==> config.mk <==
export PLATFORM = sky130hd
export DESIGN_NAME = branch_resolve_ctrl
export DESIGN_NICKNAME = d
export VERILOG_FILES = /design/src/rtl/branch_resolve_ctrl.sv
export SDC_FILE = /design/constraint.sdc
export NUM_CORES = 1
export LEC_CHECK = 0
export CAP_MARGIN = 25
export CORE_ASPECT_RATIO = 1.75
export CORE_MARGIN = 5
export CORE_UTILIZATION = 49
export DETAILED_ROUTE_END_ITERATION = 6
export GPL_ROUTABILITY_DRIVEN = 0
export PLACE_DENSITY = 0.85
export SLEW_MARGIN = 20
export SYNTH_ARGS = -nofsm -noshare
export SYNTH_HDL_FRONTEND = slang
export SYNTH_SLANG_ARGS = --single-unit
export TNS_END_PERCENT = 30
==> constraint.sdc <==
create_clock -name clk -period 6.3 [get_ports clk]
set_clock_uncertainty 0.2 [all_clocks]
set_input_delay 0.945 -clock clk [delete_from_list [all_inputs] [get_ports clk]]
set_output_delay 0.945 -clock clk [all_outputs]
set_load 0.01 [all_outputs]
==> src/rtl/branch_resolve_ctrl.sv <==
// Branch/jump resolution: captures one request, derives compare flags with a subtractor,
// decodes taken/target/link and holds the result until consumed. Optional BRANCH_PRED_EN adds misprediction output and counters.
module branch_resolve_ctrl #(
  parameter int XLEN       = 32,
  parameter int ILEN_BYTES = 4
) (
  input  logic            clk,
  input  logic            rst,
  input  logic            flush,
  input  logic            in_valid,
  output logic            in_ready,
  input  logic            in_unsigned,
  input  logic [2:0]      in_branch_src,
  input  logic [XLEN-1:0] in_rs1,
  input  logic [XLEN-1:0] in_rs2,
  input  logic [XLEN-1:0] in_pc,
  input  logic [XLEN-1:0] in_imm,
  output logic            out_valid,
  input  logic            out_ready,
  output logic            out_taken,
  output logic [XLEN-1:0] out_target,
  output logic [XLEN-1:0] out_link,
`ifdef BRANCH_PRED_EN
  input  logic            in_pred_taken,
  output logic            out_mispredict,
  output logic [31:0]     stat_branches,
  output logic [31:0]     stat_mispredicts,
`endif
  output logic [1:0]      dbg_state
);

  // Handshakes: a transfer happens on a rising clk edge where valid & ready are both high;
  // in_ready is high only in IDLE, out_valid only in RESP; flush overrides both.
  typedef enum logic [1:0] {S_IDLE = 2'd0, S_EXEC = 2'd1, S_RESP = 2'd2} state_t;

  state_t state, state_n;

  logic            uns_q;
  logic [2:0]      src_q;
  logic [XLEN-1:0] rs1_q, rs2_q, pc_q, imm_q;

  logic [XLEN:0]   diff;
  logic            zero, carry, negative, overflow;
  logic            c_eq, c_lt, c_le, taken_c;
  logic            capture, exec_fire;

  always_ff @(posedge clk or posedge rst) begin
    if (rst) state <= S_IDLE;
    else     state <= state_n;
  end

  always_comb begin
    state_n = state;
    case (state)
      S_IDLE:  if (in_valid)  state_n = S_EXEC;
      S_EXEC:                 state_n = S_RESP;
      S_RESP:  if (out_ready) state_n = S_IDLE;
      default:                state_n = S_IDLE;
    endcase
    if (flush) state_n = S_IDLE;
  end

  always_comb begin
    in_ready  = (state == S_IDLE);
    out_valid = (state == S_RESP);
    dbg_state = state;
  end

  assign capture   = (state == S_IDLE) && in_valid && !flush;
  assign exec_fire = (state == S_EXEC) && !flush;

  // rs1 - rs2 as rs1 + ~rs2 + 1; the extra top bit is the unsigned no-borrow carry.
  assign diff     = {1'b0, rs1_q} + {1'b0, ~rs2_q} + {{XLEN{1'b0}}, 1'b1};
  assign zero     = (diff[XLEN-1:0] == '0);
  assign carry    = diff[XLEN];
  assign negative = diff[XLEN-1];
  assign overflow = (rs1_q[XLEN-1] != rs2_q[XLEN-1]) && (diff[XLEN-1] != rs1_q[XLEN-1]);

  always_comb begin
    c_eq = zero;
    c_lt = uns_q ? !carry : (negative ^ overflow);
    c_le = c_lt || zero;
    case (src_q)
      3'd0:    taken_c = c_eq;
      3'd1:    taken_c = !c_eq;
      3'd2:    taken_c = c_lt;
      3'd3:    taken_c = !c_le;
      3'd4:    taken_c = c_le;
      3'd5:    taken_c = !c_lt;
      3'd6:    taken_c = 1'b1;
      default: taken_c = 1'b0;
    endcase
  end

  always_ff @(posedge clk or posedge rst) begin
    if (rst) begin
      uns_q <= 1'b0;
      src_q <= 3'd0;
      rs1_q <= '0;
      rs2_q <= '0;
      pc_q  <= '0;
      imm_q <= '0;
    end else if (capture) begin
      uns_q <= in_unsigned;
      src_q <= in_branch_src;
      rs1_q <= in_rs1;
      rs2_q <= in_rs2;
      pc_q  <= in_pc;
      imm_q <= in_imm;
    end
  end

  always_ff @(posedge clk or posedge rst) begin
    if (rst) begin
      out_taken  <= 1'b0;
      out_target <= '0;
      out_link   <= '0;
    end else if (exec_fire) begin
      out_taken  <= taken_c;
      out_target <= taken_c ? (pc_q + imm_q) : (pc_q + XLEN'(ILEN_BYTES));
      out_link   <= pc_q + XLEN'(ILEN_BYTES);
    end
  end

`ifdef BRANCH_PRED_EN
  logic pred_q;
  logic resp_hs;

  assign resp_hs        = out_valid && out_ready;
  assign out_mispredict = out_taken ^ pred_q;

  // Counters track consumed results only, so a flush never rolls them back.
  always_ff @(posedge clk or posedge rst) begin
    if (rst) begin
      pred_q           <= 1'b0;
      stat_branches    <= '0;
      stat_mispredicts <= '0;
    end else begin
      if (capture) pred_q <= in_pred_taken;
      if (resp_hs && stat_branches != 32'hFFFF_FFFF)
        stat_branches <= stat_branches + 32'd1;
      if (resp_hs && out_mispredict && stat_mispredicts != 32'hFFFF_FFFF)
        stat_mispredicts <= stat_mispredicts + 32'd1;
    end
  end
`endif

endmodule

== After elaboration in Yosys (flattened, before gate mapping) ==
Index checks and enable logic that the tools add are counted.

* Output and inout port bits: 69
* Logic and storage cells: 49
* Register bits: 199

* Bitwise operators: 2
* Add/subtract/negate cells: 4
* Eq/ne operators: 12
* Reductions and logical operators: 14
* Mux-type cells: 7

{| class="wikitable"
|+ Operators with widths
! kind !! count
|-
| $add A32 B32 Y33 || 1
|-
| $add A33 B1 Y33 const B || 1
|-
| $add A32 B3 Y32 const B || 1
|-
| $add A32 B32 Y32 || 1
|-
| $logic_not A32 Y1 || 1
|-
| $mux W32 || 1
|-
| $not A32 Y32 || 1
|-
| $eq A3 B3 Y1 const B || 3
|-
| $pmux W1 S7 || 1
|-
| $eq A3 B2 Y1 const B || 2
|-
| $mux W2 || 3
|-
| $pmux W2 S3 || 1
|-
| $logic_not A1 Y1 || 5
|-
| $logic_and A1 B1 Y1 || 4
|-
| $eq A3 B1 Y1 const B || 1
|-
| $logic_not A3 Y1 || 1
|-
| $ne A3 B2 Y1 const B || 1
|-
| $ne A3 B3 Y1 const B || 1
|-
| $eq A2 B1 Y1 const B || 1
|-
| $eq A2 B2 Y1 const B || 1
|-
| $logic_not A2 Y1 || 1
|-
| $ne A1 B1 Y1 || 2
|-
| $reduce_and A2 Y1 || 1
|-
| $logic_or A1 B1 Y1 || 1
|-
| 2 further kinds || 2
|}

== Logic depth before layout (Yosys ltp) ==
* Depth in word-level cells: 11
* Gate-level depth with buffers: 26
* Depth with buffers taken out: 24

== Least setup slack after synthesis ==
No wires, ideal clock.

* Path type: flip-flop to flip-flop
* Start: reg rs1_q[12]
* End: reg out_target[17]
* Path slack: 1.213 ns
* Stages on the path, launching flop included: 25
* Arrival: 4.761 ns
* Buffers on the path: 2
* Cell sequence: dfrtp_1 ha_1 buf_2 inv_1 or3_1 a31o_2 nand2_1 o21ai_0 o21ai_0 a31o_2 a21oi_1 fa_1 nand3_1 a221o_1 nor3_1 and3_1 nand4_1 nor4_1 nand4b_1 nor4_2 nand4b_2 a211oi_4 nor2_4 buf_6 a221o_1

* Cells in the longest elaborated chain, start to end: 10
* Elaborated cells between the ends (all ways): 14
* Classes of those cells: add/sub: 2; eq/ne: 1; mux: 3; bitwise: 1; reduce/logical: 7

{| class="wikitable"
|+ RTL lines
! element !! line !! source
|-
| from (decl) || 40 || <nowiki>logic [XLEN-1:0] rs1_q, rs2_q, pc_q, imm_q;</nowiki>
|-
| from (signal assigned) || 106 || <nowiki>rs1_q <= in_rs1;</nowiki>
|-
| $add A32 B32 Y33 (*) || 73 || <nowiki>assign diff = {1'b0, rs1_q} + {1'b0, ~rs2_q} + {{XLEN{1'b0}}, 1'b1};</nowiki>
|-
| $add A33 B1 Y33 (*) || 73 ||
|-
| $ne A1 B1 Y1 || 77 || <nowiki>assign overflow = (rs1_q[XLEN-1] != rs2_q[XLEN-1]) && (diff[XLEN-1] != rs1_q[XLEN-1]);</nowiki>
|-
| $logic_and A1 B1 Y1 || 77 ||
|-
| $xor A1 B1 Y1 || 81 || <nowiki>c_lt = uns_q ? !carry : (negative ^ overflow);</nowiki>
|-
| $mux W1 || 81 ||
|-
| $logic_or A1 B1 Y1 || 82 || <nowiki>c_le = c_lt || zero;</nowiki>
|-
| $logic_not A1 Y1 || 87 || <nowiki>3'd3: taken_c = !c_le;</nowiki>
|-
| $pmux W1 S7 (*) || 83 || <nowiki>case (src_q)</nowiki>
|-
| $mux W32 (*) || 120 || <nowiki>out_target <= taken_c ? (pc_q + imm_q) : (pc_q + XLEN'(ILEN_BYTES));</nowiki>
|-
| to (signal assigned) || 120 ||
|-
| to (decl) || 21 || <nowiki>output logic [XLEN-1:0] out_target,</nowiki>
|}

Mark *: on every way between the ends. The rest lies on a longest branch, timed or not.
A chain may end at the register's enable or synchronous reset.

== Worst setup path after layout ==
* Start: reg rs1_q[10]
* End: reg out_target[15]

The elaborated chain is that of the path after synthesis.

==> flow_summary_export.csv <==
group,metric,value,unit
final_layout,num_antenna_cells,0,
setup_path,required,6430,ps
setup_path,worstRegToRegCells,23,
final_layout,fin_cells,1763,
final_layout,n_fill_cell,1997,
timing,tns,0,ps
synthesis,synth_ff_type,"dfrtp_1",
setup_path,rrSetupSlack,500,ps
cts,clock_latency,460,ps
cts,clk_pin_slew,70,ps
power_and_ir_drop,p_int,3.58,mW
power_and_ir_drop,pwr-share-seq,31.5,%
cts,cts_hold_repair.buffers,0,
global_routing,antenna_found_initial,0,
setup_path,worst-setup-path-type,"flip-flop to flip-flop",
timing,fmax,0.172,GHz
route,routed_via_density,6.02,
cts,cts.sinks,199,
timing,finalHoldViolations,0,
route,routedWlPerCell,19.8,um
min_path,min_to,"out_link[29]",
setup_path,cp.arrival,5940,ps
route,drc_errors,0,
route,antenna_left,0,
power_and_ir_drop,power.density,392,nW/um^2
timing,layout_min_cycle_time,5800,ps
final_layout,drive_above_1_share,11.6,%
timing,worst_hold_slack,281,ps
timing,slew_headroom,37.6,%
global_routing,grt_max_degree,173,
synthesis,syn_inst,1263,
min_path,hold_start,"out_link[29]",
place,portBuffers,205,
timing,setup_violations,0,
setup_path,critPathMaxFanout,12,
synthesis,synth_top_family_by_area,"compound AO/OA/AOI/OAI gates",
cts,clockBufferDepth,2,
run_status,outcome,"complete, no violations",
power_and_ir_drop,peakVddDrop,226,uV
synthesis,synth_xor_xnor_area_share,3.77,%
route,routed_wl,34.8,mm
min_path,hold_depth,1,
route,dr.pass1.iters,5,
die,die_x,129,um
final_layout,syn2layout_area_growth,24.6,%
cts,numCtsBuffers,17,
synthesis,synth-seq-cells,199,
synthesis,synth_fa_ha_area_share,7.13,%
timing,worst_slew_pin_slew,937,ps
route,drt_iter0_drc,771,
synthesis,synth_compound_area_share,19.3,%
power_and_ir_drop,combPwrFrac,48.1,%
synthesis,async_reset_ff_share,100,%
die,dieArea,28000,um^2
min_path,hp-class,"flip-flop to flip-flop",
place,dpl.hpwl,26.2,mm
power_and_ir_drop,pwr-share-clk,20.4,%
setup_path,r2r_start,"rs1_q[10]",
synthesis,synth-simple-area-share,15.1,%
power_and_ir_drop,p_switching,2.32,mW
synthesis,syn_area,12100,um^2
synthesis,avgSynthCellArea,9.56,um^2
final_layout,final_core_util,61.5,%
cts,htree_levels,4,
job,drv_cap,0,
synthesis,synth_mux_area_share,9.11,%
die,core,24400,um^2
die,die_h,218,um
power_and_ir_drop,power.leakage,6.48,nW
power_and_ir_drop,total_power,5.90,mW
setup_path,r2r-end,"out_target[15]",
timing,rsz0062_at_grt,"no",
synthesis,syn-num-nets,1467,
timing,final.period_utilization,92.1,%
setup_path,cp-start-kind,"flip-flop",
die,rows,76,
route,via_count,10600,
final_layout,nets,1642,
timing,slew_violations,0,
synthesis,ys_seq_area_share,41.2,%
die,start_util,49.4,%
synthesis,synth-edff-count,0,
cts,cts_resized,0,
synthesis,ys_warn_count,0,
setup_path,crit_path_end_kind,"flip-flop",
cts,cts_root_buf,"clkbuf_16",
die,io_pins,206,
power_and_ir_drop,switching_share,39.4,%
cts,tritoncts,"done",
global_routing,grt_overflow_total,0,
global_routing,grt_pass1_vias,10800,
global_routing,grt_pass1_wl,54.8,mm
global_routing,grt_use_total,24.9,%
place,place_inst,1730,
synthesis,yosysUniqueCellTypes,80,
[sequential cells by signal (all words and copies together) (netlist names)]
signal and count:
dbg_state 2, out_target 32, rs2_q 32, imm_q 32, pc_q 32, out_link 32, out_taken 1, rs1_q 32
uns_q 1, src_q 3
[metal layers]
metal | global-route usage [%] | up-vias | routed length, um
met4 | 13.7 | 0 | 1870
met2 | 47.0 | 451 | 19100
li1 | - | 4936 | -
met1 | 25.7 | 5090 | 12000
met5 | 0 | - | 0
met3 | 3.50 | 128 | 1910
[through the flow]
step                setup slack, ps  area [um^2]
global route                    133        15000
CTS                             405        15000
floorplan                      1210        12100
detailed placement              396        14400
finish                          497        15000
global placement                680        14400
[placed cells by master, fill, tap and decap left out, types with 10 or more instances in the layout]
cell	instances
o21ai_0	84
a21oi_1	70
clkbuf_16	17
inv_1	62
nand2_1	122
nand3_1	66
or3_1	12
ha_1	64
o21bai_1	10
xnor2_1	21
mux2_2	95
and3_1	14
a31oi_1	11
dfrtp_1	199
clkdlybuf4s50_1	205
nand4_1	16
nand2b_1	14
a211oi_1	13
a21o_1	51
xor2_1	31
nor3_1	18
o311ai_1	11
nor2_1	75
buf_4	11
o211ai_1	19
[cells by family after synthesis]
kind of cell,count (synthesis)
AO/OA/AOI/OAI,343
XOR/XNOR,52
adder cells (fa/ha/maj),67
buffers and inverters,126
flip-flops,199
multiplexers,98
AND/OR/NAND/NOR,378
[Yosys cell counts (3+ instances only)]
library cell / number / area share, %
o211ai_1: 19 / 1.2
a21oi_2: 3 / 0.22
a21oi_1: 70 / 2.9
or4_1: 3 / 0.19
mux2i_1: 3 / 0.25
nand4_1: 16 / 0.83
nor3_1: 18 / 0.75
nand2_1: 122 / 3.8
ha_1: 64 / 6.6
buf_1: 4 / 0.12
inv_1: 63 / 2.0
a41oi_1: 6 / 0.44
a211o_1: 6 / 0.44
o2111ai_1: 7 / 0.51
o311ai_2: 4 / 0.54
and3_1: 14 / 0.73
nand2b_1: 14 / 0.73
a221o_1: 6 / 0.50
buf_4: 4 / 0.25
nor4_1: 4 / 0.21
buf_2: 8 / 0.33
o21ai_0: 84 / 3.5
nor3b_1: 3 / 0.19
xor2_1: 31 / 2.2
a21o_1: 51 / 3.2
and4_1: 4 / 0.29
or3_1: 12 / 0.62
o311ai_1: 11 / 0.80
a31oi_1: 11 / 0.57
mux2_2: 95 / 8.9
o21a_1: 6 / 0.37
nor2_1: 75 / 2.3
clkbuf_1: 44 / 1.4
dfrtp_1: 199 / 41
xnor2_1: 21 / 1.5
o31ai_1: 4 / 0.25
and2_1: 6 / 0.31
or2_2: 4 / 0.21
a211oi_1: 13 / 0.81
nor2b_1: 5 / 0.26
nand3_1: 66 / 2.7
o21bai_1: 10 / 0.62
fa_1: 3 / 0.50
[layout make-up]
type	count	area (um^2)	share of cell area, %
clock buffer	20	457	3.04
inverter	63	240	1.60
timing repair buffer	219	2190	14.6
sequential	199	4980	33.1
multi-input combinational	938	6590	43.8
clock inverter	12	189	1.26
tap	312	390	2.60
[what timing repair did]
item / CTS / global route
buffers inserted: 0 / 1
endpoints found under the setup margin: 0 / 1
endpoints found under the hold margin: 0 / 0
[how the worst max path moves through the flow]
stage	start	endpoint	slack, ps	depth (start not counted)
floorplan	rs1_q[12]	out_target[17]	1210	24
global placement	rs1_q[10]	out_target[31]	680	22
detailed placement	rs1_q[10]	out_target[28]	400	22
CTS	rs1_q[10]	out_target[28]	400	22
global route	rs1_q[10]	out_target[15]	130	23
finish	rs1_q[10]	out_target[15]	500	23
[critical path: stages, from the launching register on]
cell and delay, ps:
dfrtp_1 390, ha_1 450, a21oi_1 140, or3_1 320, a31o_2 270, nand2_1 90
o21ai_0 130, o21ai_0 190, a31o_2 170, a21oi_1 80, fa_1 510, nand3_1 90
a221o_1 270, nor3_1 200, and3_1 200, nand4_1 100, nor4_1 220, nand4b_1 150
nor4_2 180, nand4b_2 240, o211ai_2 500, buf_4 290, a21oi_1 80, nand3b_1 180
[power groups by stage]
stage	Combinational (mW)	Clock (mW)	Sequential, mW
2_1_floorplan	1.76	0	1.89
3_3_place_gp	2.69	0	1.86
3_5_place_dp	2.76	0	1.88
4_1_cts	2.78	1.22	1.86
5_1_grt	3.07	1.27	1.90
6_report	2.84	1.20	1.86
(Power assumes the default switching activity.)
